`config.mk`:
```
export PLATFORM = sky130hd
export DESIGN_NAME = lpf_coeff_gen_flat
export DESIGN_NICKNAME = d
export VERILOG_FILES = /design/src/rtl/lpf_pkg.sv /design/src/rtl/lpf_coeff_gen_if.sv /design/src/rtl/lpf_exp_rom.sv /design/src/rtl/lpf_coeff_gen.sv /design/src/flat_wrapper.sv
export SDC_FILE = /design/constraint.sdc
export NUM_CORES = 1
export LEC_CHECK = 0
export CORE_AREA = 2 2 121 241
export CTS_BUF_LIST = sky130_fd_sc_hd__clkbuf_8
export CTS_CLUSTER_DIAMETER = 120
export DETAILED_ROUTE_END_ITERATION = 10
export DIE_AREA = 0 0 123 243
export DONT_BUFFER_PORTS = 1
export HOLD_SLACK_MARGIN = 0.02
export PLACE_DENSITY = 0.68
export SKIP_CTS_REPAIR_TIMING = 1
export SYNTH_ARGS = -nofsm -noshare
export SYNTH_HDL_FRONTEND = slang
export SYNTH_SLANG_ARGS = --single-unit
```
`constraint.sdc`:
```
create_clock -name clk -period 26.7 [get_ports clk]
set_clock_uncertainty 0.2 [all_clocks]
set_input_delay 5.34 -clock clk [delete_from_list [all_inputs] [get_ports clk]]
set_output_delay 5.34 -clock clk [all_outputs]
set_load 0.02 [all_outputs]
```
`src/rtl/lpf_pkg.sv`:
```
// Shared definitions for the low-pass filter coefficient generator:
// FSM states, exponential LUT geometry and the default data width.
package lpf_pkg;

  localparam int LPF_W_DEF  = 32'd16;
  localparam int LUT_DEPTH  = 32'd64;
  localparam int LUT_IDX_W  = 32'd6;
  localparam int LUT_FRAC_W = 32'd9;

  localparam logic [LUT_IDX_W-1:0] LUT_LAST_IDX = 6'd63;
  localparam logic [LUT_IDX_W-1:0] LUT_IDX_ONE  = 6'd1;

  typedef enum logic [2:0] {
    ST_IDLE   = 3'd0,
    ST_LOOKUP = 3'd1,
    ST_INTERP = 3'd2,
    ST_SMOOTH = 3'd3,
    ST_DONE   = 3'd4
  } lpf_state_e;

endpackage

```
`src/rtl/lpf_coeff_gen_if.sv`:
```
// Control-voltage in / coefficient out bundle between the CV source
// (master) and the coefficient generator (slave).
interface lpf_coeff_gen_if import lpf_pkg::*; #(parameter int W = LPF_W_DEF);

  logic                sample_strobe;
  logic signed [W-1:0] cutoff_cv;
  logic signed [W-1:0] resonance_cv;
  logic signed [W-1:0] g;
  logic signed [W-1:0] resonance;
  logic                coeff_valid;
  logic                overrun;

  modport master (
    output sample_strobe, cutoff_cv, resonance_cv,
    input  g, resonance, coeff_valid, overrun
  );

  modport slave (
    input  sample_strobe, cutoff_cv, resonance_cv,
    output g, resonance, coeff_valid, overrun
  );

endinterface

```
`src/rtl/lpf_exp_rom.sv`:
```
// 64-entry exponential table t[i] = round(32767 * 2^((i-63)/8)); returns
// t[idx] and t[idx+1], with the top entry repeated instead of wrapping.
module lpf_exp_rom import lpf_pkg::*; #(
  parameter int W = LPF_W_DEF
) (
  input  logic [LUT_IDX_W-1:0] idx,
  output logic [W-1:0]         t_lo,
  output logic [W-1:0]         t_hi
);

  localparam logic [15:0] EXP_LUT [LUT_DEPTH] = '{
    16'd140,   16'd152,   16'd166,   16'd181,   16'd197,   16'd215,   16'd235,   16'd256,
    16'd279,   16'd304,   16'd332,   16'd362,   16'd395,   16'd431,   16'd469,   16'd512,
    16'd558,   16'd609,   16'd664,   16'd724,   16'd790,   16'd861,   16'd939,   16'd1024,
    16'd1117,  16'd1218,  16'd1328,  16'd1448,  16'd1579,  16'd1722,  16'd1878,  16'd2048,
    16'd2233,  16'd2435,  16'd2656,  16'd2896,  16'd3158,  16'd3444,  16'd3756,  16'd4096,
    16'd4467,  16'd4871,  16'd5312,  16'd5792,  16'd6317,  16'd6888,  16'd7512,  16'd8192,
    16'd8933,  16'd9742,  16'd10623, 16'd11585, 16'd12633, 16'd13777, 16'd15024, 16'd16384,
    16'd17866, 16'd19483, 16'd21247, 16'd23170, 16'd25267, 16'd27554, 16'd30047, 16'd32767
  };

  logic [LUT_IDX_W-1:0] idx_hi_s;

  // Upper neighbour index, pinned at the last entry.
  always_comb begin
    if (idx == LUT_LAST_IDX) begin
      idx_hi_s = idx;
    end else begin
      idx_hi_s = idx + LUT_IDX_ONE;
    end
    t_lo = W'(EXP_LUT[idx]);
    t_hi = W'(EXP_LUT[idx_hi_s]);
  end

endmodule

```
`src/rtl/lpf_coeff_gen.sv`:
```
// Cutoff/resonance coefficient generator for a ladder filter: latch, LUT lookup,
// linear interpolation, optional one-pole smoothing (macro LPF_COEFF_SLEW_EN).
module lpf_coeff_gen import lpf_pkg::*; #(
  parameter int W          = LPF_W_DEF,
  parameter int SLEW_SHIFT = 32'd4
) (
  input  logic                   clk,
  input  logic                   rst,
  lpf_coeff_gen_if.slave         bus
);

  localparam logic signed [2*W-1:0] G_MAX = {{(W+1){1'b0}}, {(W-1){1'b1}}};

  if (SLEW_SHIFT < 0 || SLEW_SHIFT >= 2*W) begin : g_slew_shift_range
    $error("lpf_coeff_gen: SLEW_SHIFT out of range");
  end

  lpf_state_e                state_r, state_next_s;
  logic                      latch_s, lookup_s, interp_s, smooth_s, done_s, busy_strobe_s;
  logic [LUT_IDX_W-1:0]      idx_r;
  logic [LUT_FRAC_W-1:0]     frac_r;
  logic signed [W-1:0]       res_target_r;
  logic [W-1:0]              rom_lo_s, rom_hi_s, t_lo_r, t_hi_r;
  logic signed [2*W-1:0]     lo_ext_s, hi_ext_s, frac_ext_s, prod_s, interp_sum_s;
  logic signed [W-1:0]       target_g_s, target_g_r;
  logic signed [W-1:0]       smooth_g_s, smooth_res_s;
  logic signed [W-1:0]       g_r, res_out_r;
  logic                      valid_r, overrun_r;

  lpf_exp_rom #(.W(W)) u_rom (
    .idx  (idx_r),
    .t_lo (rom_lo_s),
    .t_hi (rom_hi_s)
  );

  // FSM state register.
  always_ff @(posedge clk or posedge rst) begin
    if (rst) begin
      state_r <= ST_IDLE;
    end else begin
      state_r <= state_next_s;
    end
  end

  // FSM next state: only IDLE waits, every other state advances each clock.
  always_comb begin
    state_next_s = state_r;
    case (state_r)
      ST_IDLE: begin
        if (bus.sample_strobe) begin
          state_next_s = ST_LOOKUP;
        end else begin
          state_next_s = ST_IDLE;
        end
      end
      ST_LOOKUP: state_next_s = ST_INTERP;
      ST_INTERP: state_next_s = ST_SMOOTH;
      ST_SMOOTH: state_next_s = ST_DONE;
      ST_DONE:   state_next_s = ST_IDLE;
      default:   state_next_s = ST_IDLE;
    endcase
  end

  // FSM stage enables; a strobe outside IDLE (DONE included) is an overrun.
  always_comb begin
    latch_s  = 1'b0;
    lookup_s = 1'b0;
    interp_s = 1'b0;
    smooth_s = 1'b0;
    done_s   = 1'b0;
    case (state_r)
      ST_IDLE:   latch_s  = bus.sample_strobe;
      ST_LOOKUP: lookup_s = 1'b1;
      ST_INTERP: interp_s = 1'b1;
      ST_SMOOTH: smooth_s = 1'b1;
      ST_DONE:   done_s   = 1'b1;
      default:   latch_s  = 1'b0;
    endcase
    busy_strobe_s = bus.sample_strobe && (state_r != ST_IDLE);
  end

  assign lo_ext_s     = {{W{1'b0}}, t_lo_r};
  assign hi_ext_s     = {{W{1'b0}}, t_hi_r};
  assign frac_ext_s   = {{(2*W-LUT_FRAC_W){1'b0}}, frac_r};
  assign prod_s       = (hi_ext_s - lo_ext_s) * frac_ext_s;
  assign interp_sum_s = lo_ext_s + (prod_s >>> LUT_FRAC_W);

  // Saturate the interpolated cutoff into [0, G_MAX].
  always_comb begin
    if (interp_sum_s[2*W-1]) begin
      target_g_s = '0;
    end else if (interp_sum_s > G_MAX) begin
      target_g_s = G_MAX[W-1:0];
    end else begin
      target_g_s = interp_sum_s[W-1:0];
    end
  end

  // Datapath: negative CVs clamp to zero at latch time.
  always_ff @(posedge clk or posedge rst) begin
    if (rst) begin
      idx_r        <= '0;
      frac_r       <= '0;
      res_target_r <= '0;
      t_lo_r       <= '0;
      t_hi_r       <= '0;
      target_g_r   <= '0;
    end else begin
      if (latch_s) begin
        idx_r        <= bus.cutoff_cv[W-1] ? '0 : bus.cutoff_cv[LUT_IDX_W+LUT_FRAC_W-1:LUT_FRAC_W];
        frac_r       <= bus.cutoff_cv[W-1] ? '0 : bus.cutoff_cv[LUT_FRAC_W-1:0];
        res_target_r <= bus.resonance_cv[W-1] ? '0 : bus.resonance_cv;
      end
      if (lookup_s) begin
        t_lo_r <= rom_lo_s;
        t_hi_r <= rom_hi_s;
      end
      if (interp_s) begin
        target_g_r <= target_g_s;
      end
    end
  end

`ifdef LPF_COEFF_SLEW_EN
  logic signed [2*W-1:0] acc_g_r, acc_res_r;

  // One-pole smoothing toward the targets, one step per update.
  always_ff @(posedge clk or posedge rst) begin
    if (rst) begin
      acc_g_r   <= '0;
      acc_res_r <= '0;
    end else if (smooth_s) begin
      acc_g_r   <= acc_g_r + (({{W{target_g_r[W-1]}}, target_g_r} - acc_g_r) >>> SLEW_SHIFT);
      acc_res_r <= acc_res_r + (({{W{res_target_r[W-1]}}, res_target_r} - acc_res_r) >>> SLEW_SHIFT);
    end
  end

  assign smooth_g_s   = acc_g_r[W-1:0];
  assign smooth_res_s = acc_res_r[W-1:0];
`else
  assign smooth_g_s   = target_g_r;
  assign smooth_res_s = res_target_r;
`endif

  // Registered outputs: coefficients load only on the DONE edge.
  always_ff @(posedge clk or posedge rst) begin
    if (rst) begin
      g_r       <= '0;
      res_out_r <= '0;
      valid_r   <= 1'b0;
      overrun_r <= 1'b0;
    end else begin
      valid_r   <= done_s;
      overrun_r <= overrun_r | busy_strobe_s;
      if (done_s) begin
        g_r       <= smooth_g_s;
        res_out_r <= smooth_res_s;
      end
    end
  end

  assign bus.g           = g_r;
  assign bus.resonance   = res_out_r;
  assign bus.coeff_valid = valid_r;
  assign bus.overrun     = overrun_r;

endmodule

```
`src/flat_wrapper.sv`:
```
// flat-port wrapper written by rule: the top's interface ports become plain ports
module lpf_coeff_gen_flat import lpf_pkg::*;
#(
  parameter int W          = LPF_W_DEF,
  parameter int SLEW_SHIFT = 32'd4
)
  (clk, rst, bus_sample_strobe, bus_cutoff_cv, bus_resonance_cv, bus_g, bus_resonance, bus_coeff_valid, bus_overrun);
  lpf_coeff_gen_if #(.W(W)) bus_i ();
  input  logic clk;
  input  logic rst;
  input wire logic [$bits(bus_i.sample_strobe)-1:0] bus_sample_strobe;
  input wire logic [$bits(bus_i.cutoff_cv)-1:0] bus_cutoff_cv;
  input wire logic [$bits(bus_i.resonance_cv)-1:0] bus_resonance_cv;
  output wire logic [$bits(bus_i.g)-1:0] bus_g;
  output wire logic [$bits(bus_i.resonance)-1:0] bus_resonance;
  output wire logic [$bits(bus_i.coeff_valid)-1:0] bus_coeff_valid;
  output wire logic [$bits(bus_i.overrun)-1:0] bus_overrun;
  assign bus_i.sample_strobe = bus_sample_strobe;
  assign bus_i.cutoff_cv = bus_cutoff_cv;
  assign bus_i.resonance_cv = bus_resonance_cv;
  assign bus_g = bus_i.g;
  assign bus_resonance = bus_i.resonance;
  assign bus_coeff_valid = bus_i.coeff_valid;
  assign bus_overrun = bus_i.overrun;
  lpf_coeff_gen #(.W(W), .SLEW_SHIFT(SLEW_SHIFT)) u_core (.clk(clk), .rst(rst), .bus(bus_i));
endmodule
```
==> results.cfg, run 1 <==
[synthesis]
synth_top_cell_area_share_pct = 20.2
ys_async_sr_fraction_pct = 100
synthesis.area_per_instance_um2 = 8.40
synth_top_area_cell = sky130_fd_sc_hd__dfrtp_1
synth-edff-count = 0
mappedNetlistArea_um2 = 13900
syn-num-nets = 1925
synthesis.instances = 1654
synth_top_flop_cell = sky130_fd_sc_hd__dfrtp_1
yosysUniqueCellTypes = 73
synth_warnings = 0
ys_top_cells_by_area = sky130_fd_sc_hd__dfrtp_1 20%, sky130_fd_sc_hd__fa_1 19%, sky130_fd_sc_hd__ha_1 9.5%, sky130_fd_sc_hd__nand2_1 6.0%, sky130_fd_sc_hd__inv_1 4.5%
synth_seq_cells = 112
synth_seq_area_share_pct = 20.2

[worst_setup_path]
critical_path_peak_fanout = 30
cpLargestDelayFamily = compound AO/OA/AOI/OAI gates
worstSetupStartpointType = flop
cp_num_buf_inv = 5
crit_required_ns = 26.83
timing.critical_path.slowest_stage_cell = sky130_fd_sc_hd__o22a_1
regToRegStartpoint = u_core.t_lo_r[2]
timing_worst_setup_path_type = reg2reg
timing.critical_path.slowest_cell_delay_ns = 0.95
reg2reg_setup_slack_ns = 16.10
endpoint_kind = flop
setup.worst_path.start = u_core.t_lo_r[2]
timing.critical_path.mode_cell = sky130_fd_sc_hd__fa_1
arrival_ns = 10.73

[place]
routabilityCongestion = 0.954
hpwl_um = 29800
io_buffers = 0

[clock_tree]
cts_tree = yes
cts.clk_slew.worst_paths_ns = 0.12
cts-htree-levels = 3
clock-sinks = 112
cts_buffers = 9
clk_root_buffer_cell = sky130_fd_sc_hd__clkbuf_8
clk_path_buf_depth = 2
clk_latency_ns = 0.43

[routing]
via_per_inst = 5.98
wl_per_cell_um = 19.3
drt_first_pass_iters = 6
wirelength_routed_um = 37600
postRouteAntennaNets = 0
drc = 0
drt-initial-drc-count = 848
num_vias = 11605

[floorplan]
num_io_pins = 69
rows = 87
horizontal_extent_of_the_die_um = 123
placeable_core_area_um2 = 28100
initial_utilization_pct = 49.5
vert_die_dim_um = 243
dieArea_um2 = 29900

[sta]
slew_at_the_pin_closest_to_its_max_slew_limit_ns = 1.17
totalNegativeSetupSlack_ns = 0
grt_setup_unrepaired = no
timing.final.hold_violations = 0
max_slew_margin_pct = 22.2
min_period_ns = 10.60
layout_worst_path_cycle_share_pct = 39.7
setup_viol = 0
timing.fmax_ghz = 0.0944
timing.final.max_slew_violations = 0

[layout]
post_route_utilization_pct = 50.9
fraction_of_final_layout_cells_sized_beyond_drive_strength_1_pct = 5.87
finalNetCount = 1850
area_growth_pct = 2.90

[global_routing]
wire_length_of_the_first_global_routing_pass_um = 61400
antenna_found_initial = 2
grt_max_degree = 62
global_route.overflow_total = 0
grt_pass1_vias = 11813
globalRouteTotalUtil_pct = 26.3

[worst_hold_path]
hold_start = u_core.res_target_r[8]
min_path_type = reg2reg

[outcome]
run_status = completed

[run]
maxCapViolCount = 0
## stage by stage
stage                     std cells  cell area [um^2]  hold WS (ns)  setup WS [ns]
after floorplan                1654             13900         0.244          17.84
after CTS                      1940             14300         0.296          16.11
after global placement         1924             14100         0.257          16.33
after detailed placement       1924             14100         0.265          16.14
after global routing           1942             14300         0.318          15.35
final                          1942             14300         0.288          16.10
## final cells by class
| class | count | area, um^2 |
|---|---|---|
| clock inverters | 7 | 97.6 |
| inverters | 168 | 633 |
| repair buffers | 14 | 105 |
| well taps | 356 | 445 |
| flip-flops and latches | 112 | 2800 |
| multi-input cells | 1274 | 10100 |
| clock buffers | 9 | 124 |
| fillers | 2692 | 13800 |
| diodes | 2 | 5.00 |
## Yosys cell counts (4+ instances only)
cell type / n
sky130_fd_sc_hd__a2111oi_0: 4
sky130_fd_sc_hd__a211oi_1: 12
sky130_fd_sc_hd__a21boi_0: 8
sky130_fd_sc_hd__a21o_1: 13
sky130_fd_sc_hd__a21oi_1: 74
sky130_fd_sc_hd__a311oi_1: 8
sky130_fd_sc_hd__a31oi_1: 12
sky130_fd_sc_hd__and2_1: 71
sky130_fd_sc_hd__and3_1: 4
sky130_fd_sc_hd__buf_1: 8
sky130_fd_sc_hd__buf_2: 6
sky130_fd_sc_hd__clkbuf_1: 83
sky130_fd_sc_hd__dfrtp_1: 112
sky130_fd_sc_hd__fa_1: 130
sky130_fd_sc_hd__ha_1: 106
sky130_fd_sc_hd__inv_1: 168
sky130_fd_sc_hd__mux2_2: 33
sky130_fd_sc_hd__mux2i_1: 9
sky130_fd_sc_hd__nand2_1: 223
sky130_fd_sc_hd__nand2b_1: 42
sky130_fd_sc_hd__nand3_1: 29
sky130_fd_sc_hd__nand4_1: 9
sky130_fd_sc_hd__nor2_1: 90
sky130_fd_sc_hd__nor2b_1: 22
sky130_fd_sc_hd__nor3_1: 50
sky130_fd_sc_hd__nor3b_1: 4
sky130_fd_sc_hd__nor4_1: 18
sky130_fd_sc_hd__nor4b_1: 5
sky130_fd_sc_hd__nor4b_2: 6
sky130_fd_sc_hd__o211ai_1: 21
sky130_fd_sc_hd__o21a_1: 12
sky130_fd_sc_hd__o21ai_0: 117
sky130_fd_sc_hd__o21bai_1: 4
sky130_fd_sc_hd__o221ai_1: 4
sky130_fd_sc_hd__o22ai_1: 7
sky130_fd_sc_hd__o31ai_1: 21
sky130_fd_sc_hd__or3_1: 8
sky130_fd_sc_hd__xnor2_1: 32
sky130_fd_sc_hd__xor2_1: 14
## routing by layer
metal  GRT usage (%)  wire [um]  vias up
met4            16.1       2470        0
met1            27.0      12800     5692
met3            3.36       1570      124
met2            48.8      20800      360
li1                -          -     5429
met5               0          0        -
## worst min-delay path: stages (launching register included)
cell and delay (ns):
sky130_fd_sc_hd__dfrtp_1 0.36, sky130_fd_sc_hd__nand2_1 0.04, sky130_fd_sc_hd__o21ai_0 0.05
## registers in the layout (all words and copies together) (netlist names), 3 cells and up
| register | flops |
|---|---|
| u_core.smooth_g_s | 16 |
| u_core.state_r | 3 |
| u_core.res_target_r | 15 |
| u_core.t_hi_r | 15 |
| u_core.bus.g | 16 |
| u_core.idx_r | 6 |
| u_core.frac_r | 9 |
| u_core.t_lo_r | 15 |
| u_core.bus.resonance | 15 |
## cell usage in the layout (no fill, tap or decap), types with 13 or more instances in the layout
cell type,synthesis,routed
sky130_fd_sc_hd__a21oi_1,74,74
sky130_fd_sc_hd__nor4_1,18,18
sky130_fd_sc_hd__inv_1,168,167
sky130_fd_sc_hd__xor2_1,14,14
sky130_fd_sc_hd__xnor2_1,32,32
sky130_fd_sc_hd__and2_1,71,71
sky130_fd_sc_hd__nor3_1,50,49
sky130_fd_sc_hd__nor2b_1,22,22
sky130_fd_sc_hd__mux2_2,33,33
sky130_fd_sc_hd__o31ai_1,21,21
sky130_fd_sc_hd__o211ai_1,21,21
sky130_fd_sc_hd__buf_4,2,14
sky130_fd_sc_hd__nand2_1,223,222
sky130_fd_sc_hd__ha_1,106,106
sky130_fd_sc_hd__nor2_1,90,90
sky130_fd_sc_hd__a21o_1,13,13
sky130_fd_sc_hd__nand3_1,29,29
sky130_fd_sc_hd__fa_1,130,130
sky130_fd_sc_hd__nand2b_1,42,42
sky130_fd_sc_hd__o21ai_0,117,116
sky130_fd_sc_hd__dfrtp_1,112,112
## logic make-up after synthesis
family	count (synthesis)	synth area share, %
AND/OR/NAND/NOR	598	21.3
AO/OA/AOI/OAI	348	16.1
buffers and inverters	268	7.40
adder cells (fa/ha/maj)	236	28.3
flip-flops	112	20.2
XOR/XNOR	47	3.07
multiplexers	44	3.65
other	1	0.0270
## path summary, 6_finish.rpt
kind	to	cells past startpoint
hold / removal	u_core.res_target_r[8]	2
max in group asynchronous	u_core.t_hi_r[3]	2
setup reg to reg	u_core.smooth_g_s[8]	36
hold reg to reg	u_core.res_target_r[8]	2
min in group asynchronous	u_core.res_target_r[12]	1
setup / recovery	u_core.smooth_g_s[8]	36
Power of run 1 is not shown: default switching activity piles up to over one toggle a cycle in this logic, so the estimate is an artifact.
==> run 2, diff against run 1 <==
--- a/config.mk
+++ b/config.mk
@@ -12,7 +12,7 @@
 export DIE_AREA = 0 0 123 243
 export DONT_BUFFER_PORTS = 1
 export HOLD_SLACK_MARGIN = 0.02
-export PLACE_DENSITY = 0.68
+export PLACE_DENSITY = 0.71
 export SKIP_CTS_REPAIR_TIMING = 1
 export SYNTH_ARGS = -nofsm -noshare
 export SYNTH_HDL_FRONTEND = slang
==> constraint.sdc (replaced) <==
create_clock -name clk -period 9.1 [get_ports clk]
set_clock_uncertainty 0.2 [all_clocks]
set_input_delay 1.82 -clock clk [delete_from_list [all_inputs] [get_ports clk]]
set_output_delay 1.82 -clock clk [all_outputs]
set_load 0.02 [all_outputs]
==> run 2 against run 1 <==
Against the previous run:
- global-route usage grew 1.3 points
- via count grew 5.1%
- final area grew 9.2%
==> results.cfg, run 2 (synthesis results as in run 1) <==
[outcome]
run_status = completed

[routing]
wirelength_routed_um = 40400
wl_per_cell_um = 19.9
postRouteAntennaNets = 0
drt-initial-drc-count = 719
drt_first_pass_iters = 7
drc = 0
num_vias = 12202
via_per_inst = 6.02

[sta]
timing.final.max_slew_violations = 0
setup_viol = 0
slew_at_the_pin_closest_to_its_max_slew_limit_ns = 1.09
setup_slack_ns = 0.221
layout_worst_path_cycle_share_pct = 97.6
timing.final.hold_violations = 0
max_slew_margin_pct = 27.3
timing.fmax_ghz = 0.113
min_period_ns = 8.88
totalNegativeSetupSlack_ns = 0

[worst_setup_path]
r2r_end = u_core.smooth_g_s[9]
timing.critical_path.slowest_cell_delay_ns = 0.61
arrival_ns = 9.02
cpLargestDelayFamily = adder cells
timing.critical_path.slowest_stage_cell = sky130_fd_sc_hd__fa_1
worst-path-stages = 36
critical_path_peak_fanout = 7
cp_num_buf_inv = 7
worstSetupStartpointType = flop
reg2reg_setup_slack_ns = 0.22
endpoint_kind = flop
number_of_cells_on_the_worst_reg_to_reg_path = 36
crit_required_ns = 9.24
regToRegStartpoint = u_core.t_lo_r[1]
timing.critical_path.mode_cell = sky130_fd_sc_hd__fa_1
timing_worst_setup_path_type = reg2reg

[clock_tree]
clk_root_buffer_cell = sky130_fd_sc_hd__clkbuf_8
clock-sinks = 112
clk_latency_ns = 0.46
clk_path_buf_depth = 2
cts-htree-levels = 3
cts_tree = yes
cts_buffers = 9
cts.clk_slew.worst_paths_ns = 0.13

[global_routing]
wire_length_of_the_first_global_routing_pass_um = 63900
globalRouteTotalUtil_pct = 27.6
grt_max_degree = 63
global_route.overflow_total = 0
grt_pass1_vias = 12425
antenna_found_initial = 1

[worst_hold_path]
min_path_cells = 2
hold_start = u_core.res_target_r[4]
min_path_type = reg2reg
holdPathEnd = u_core.res_target_r[4]

[place]
io_buffers = 0
dpl_cell_area_um2 = 14500
placement.setup.worst_slack_ns = -0.217
routabilityCongestion = 0.971
hpwl_um = 30700

[run]
maxCapViolCount = 0

[layout]
ff_latch_area_um2 = 2800
filler_cell_count = 2555
finalNetCount = 1936
fraction_of_final_layout_cells_sized_beyond_drive_strength_1_pct = 15.2
final_common_cell = sky130_fd_sc_hd__nand2_1
multi_input_comb_area_um2 = 10700
mostFrequentLayoutCells = 219 x sky130_fd_sc_hd__nand2_1, 165 x sky130_fd_sc_hd__inv_1, 128 x sky130_fd_sc_hd__fa_1, 112 x sky130_fd_sc_hd__dfrtp_1, 111 x sky130_fd_sc_hd__o21ai_0
area_growth_pct = 12.4
final_design_area_no_fill_um2 = 15600

[floorplan]
dieArea_um2 = 29900
horizontal_extent_of_the_die_um = 123
initial_utilization_pct = 49.5
rows = 87
vert_die_dim_um = 243
num_io_pins = 69
placeable_core_area_um2 = 28100
[run 2: cell count changes in the layout (fill, tap and decap cells not counted), sizes merged]
cell / change
xnor3: +1
diode: -1
buf: +84
clkdlybuf4s15: +1
[run 2: metrics by stage]
stage / hold slack, ns / util [%] / instances
after floorplan: 0.244 / - / 1654
after global placement: 0.257 / 51.6 / 1977
after detailed placement: 0.265 / 51.6 / 1977
after CTS: 0.294 / 52.4 / 1993
after global routing: 0.314 / 55.6 / 2027
final: 0.289 / 55.6 / 2027
[run 2: tightest hold or removal path, cell delays in order (launching register included)]
cell                      delay [ns]
sky130_fd_sc_hd__dfrtp_1        0.36
sky130_fd_sc_hd__nand2_1        0.05
sky130_fd_sc_hd__o21ai_0        0.06
[run 2: cell type report]
class	instances	area share [%]
antenna	1	0.0160
clock buffer	9	0.793
clock inverter	7	0.617
inverter	168	4.05
multi-input combinational	1275	68.5
sequential	112	17.9
tap	356	2.85
timing repair buffer	99	5.20
[run 2: how the worst max path moves through the flow]
stage                       endpoint  slack [ns]             start
2_1_floorplan  u_core.smooth_g_s[12]        0.24  u_core.t_lo_r[1]
3_5_place_dp    u_core.smooth_g_s[2]       -0.22  u_core.t_lo_r[0]
5_1_grt        u_core.smooth_g_s[12]       -0.09  u_core.t_lo_r[1]
3_3_place_gp    u_core.smooth_g_s[3]       -0.16  u_core.t_lo_r[0]
4_1_cts         u_core.smooth_g_s[2]       -0.26  u_core.t_lo_r[0]
6_report        u_core.smooth_g_s[9]        0.22  u_core.t_lo_r[1]
[run 2: per-layer routing]
metal / vias to the layer above / routed length [um] / part of all wire (%) / GRT usage [%]
li1: 5588 / - / - / -
met1: 6008 / 13600 / 34 / 28.3
met2: 422 / 21800 / 54 / 49.3
met3: 184 / 1560 / 3.9 / 4.11
met4: 0 / 3460 / 8.6 / 19.9
met5: - / 0 / 0 / 0
Power of run 2 is left out for the same reason.
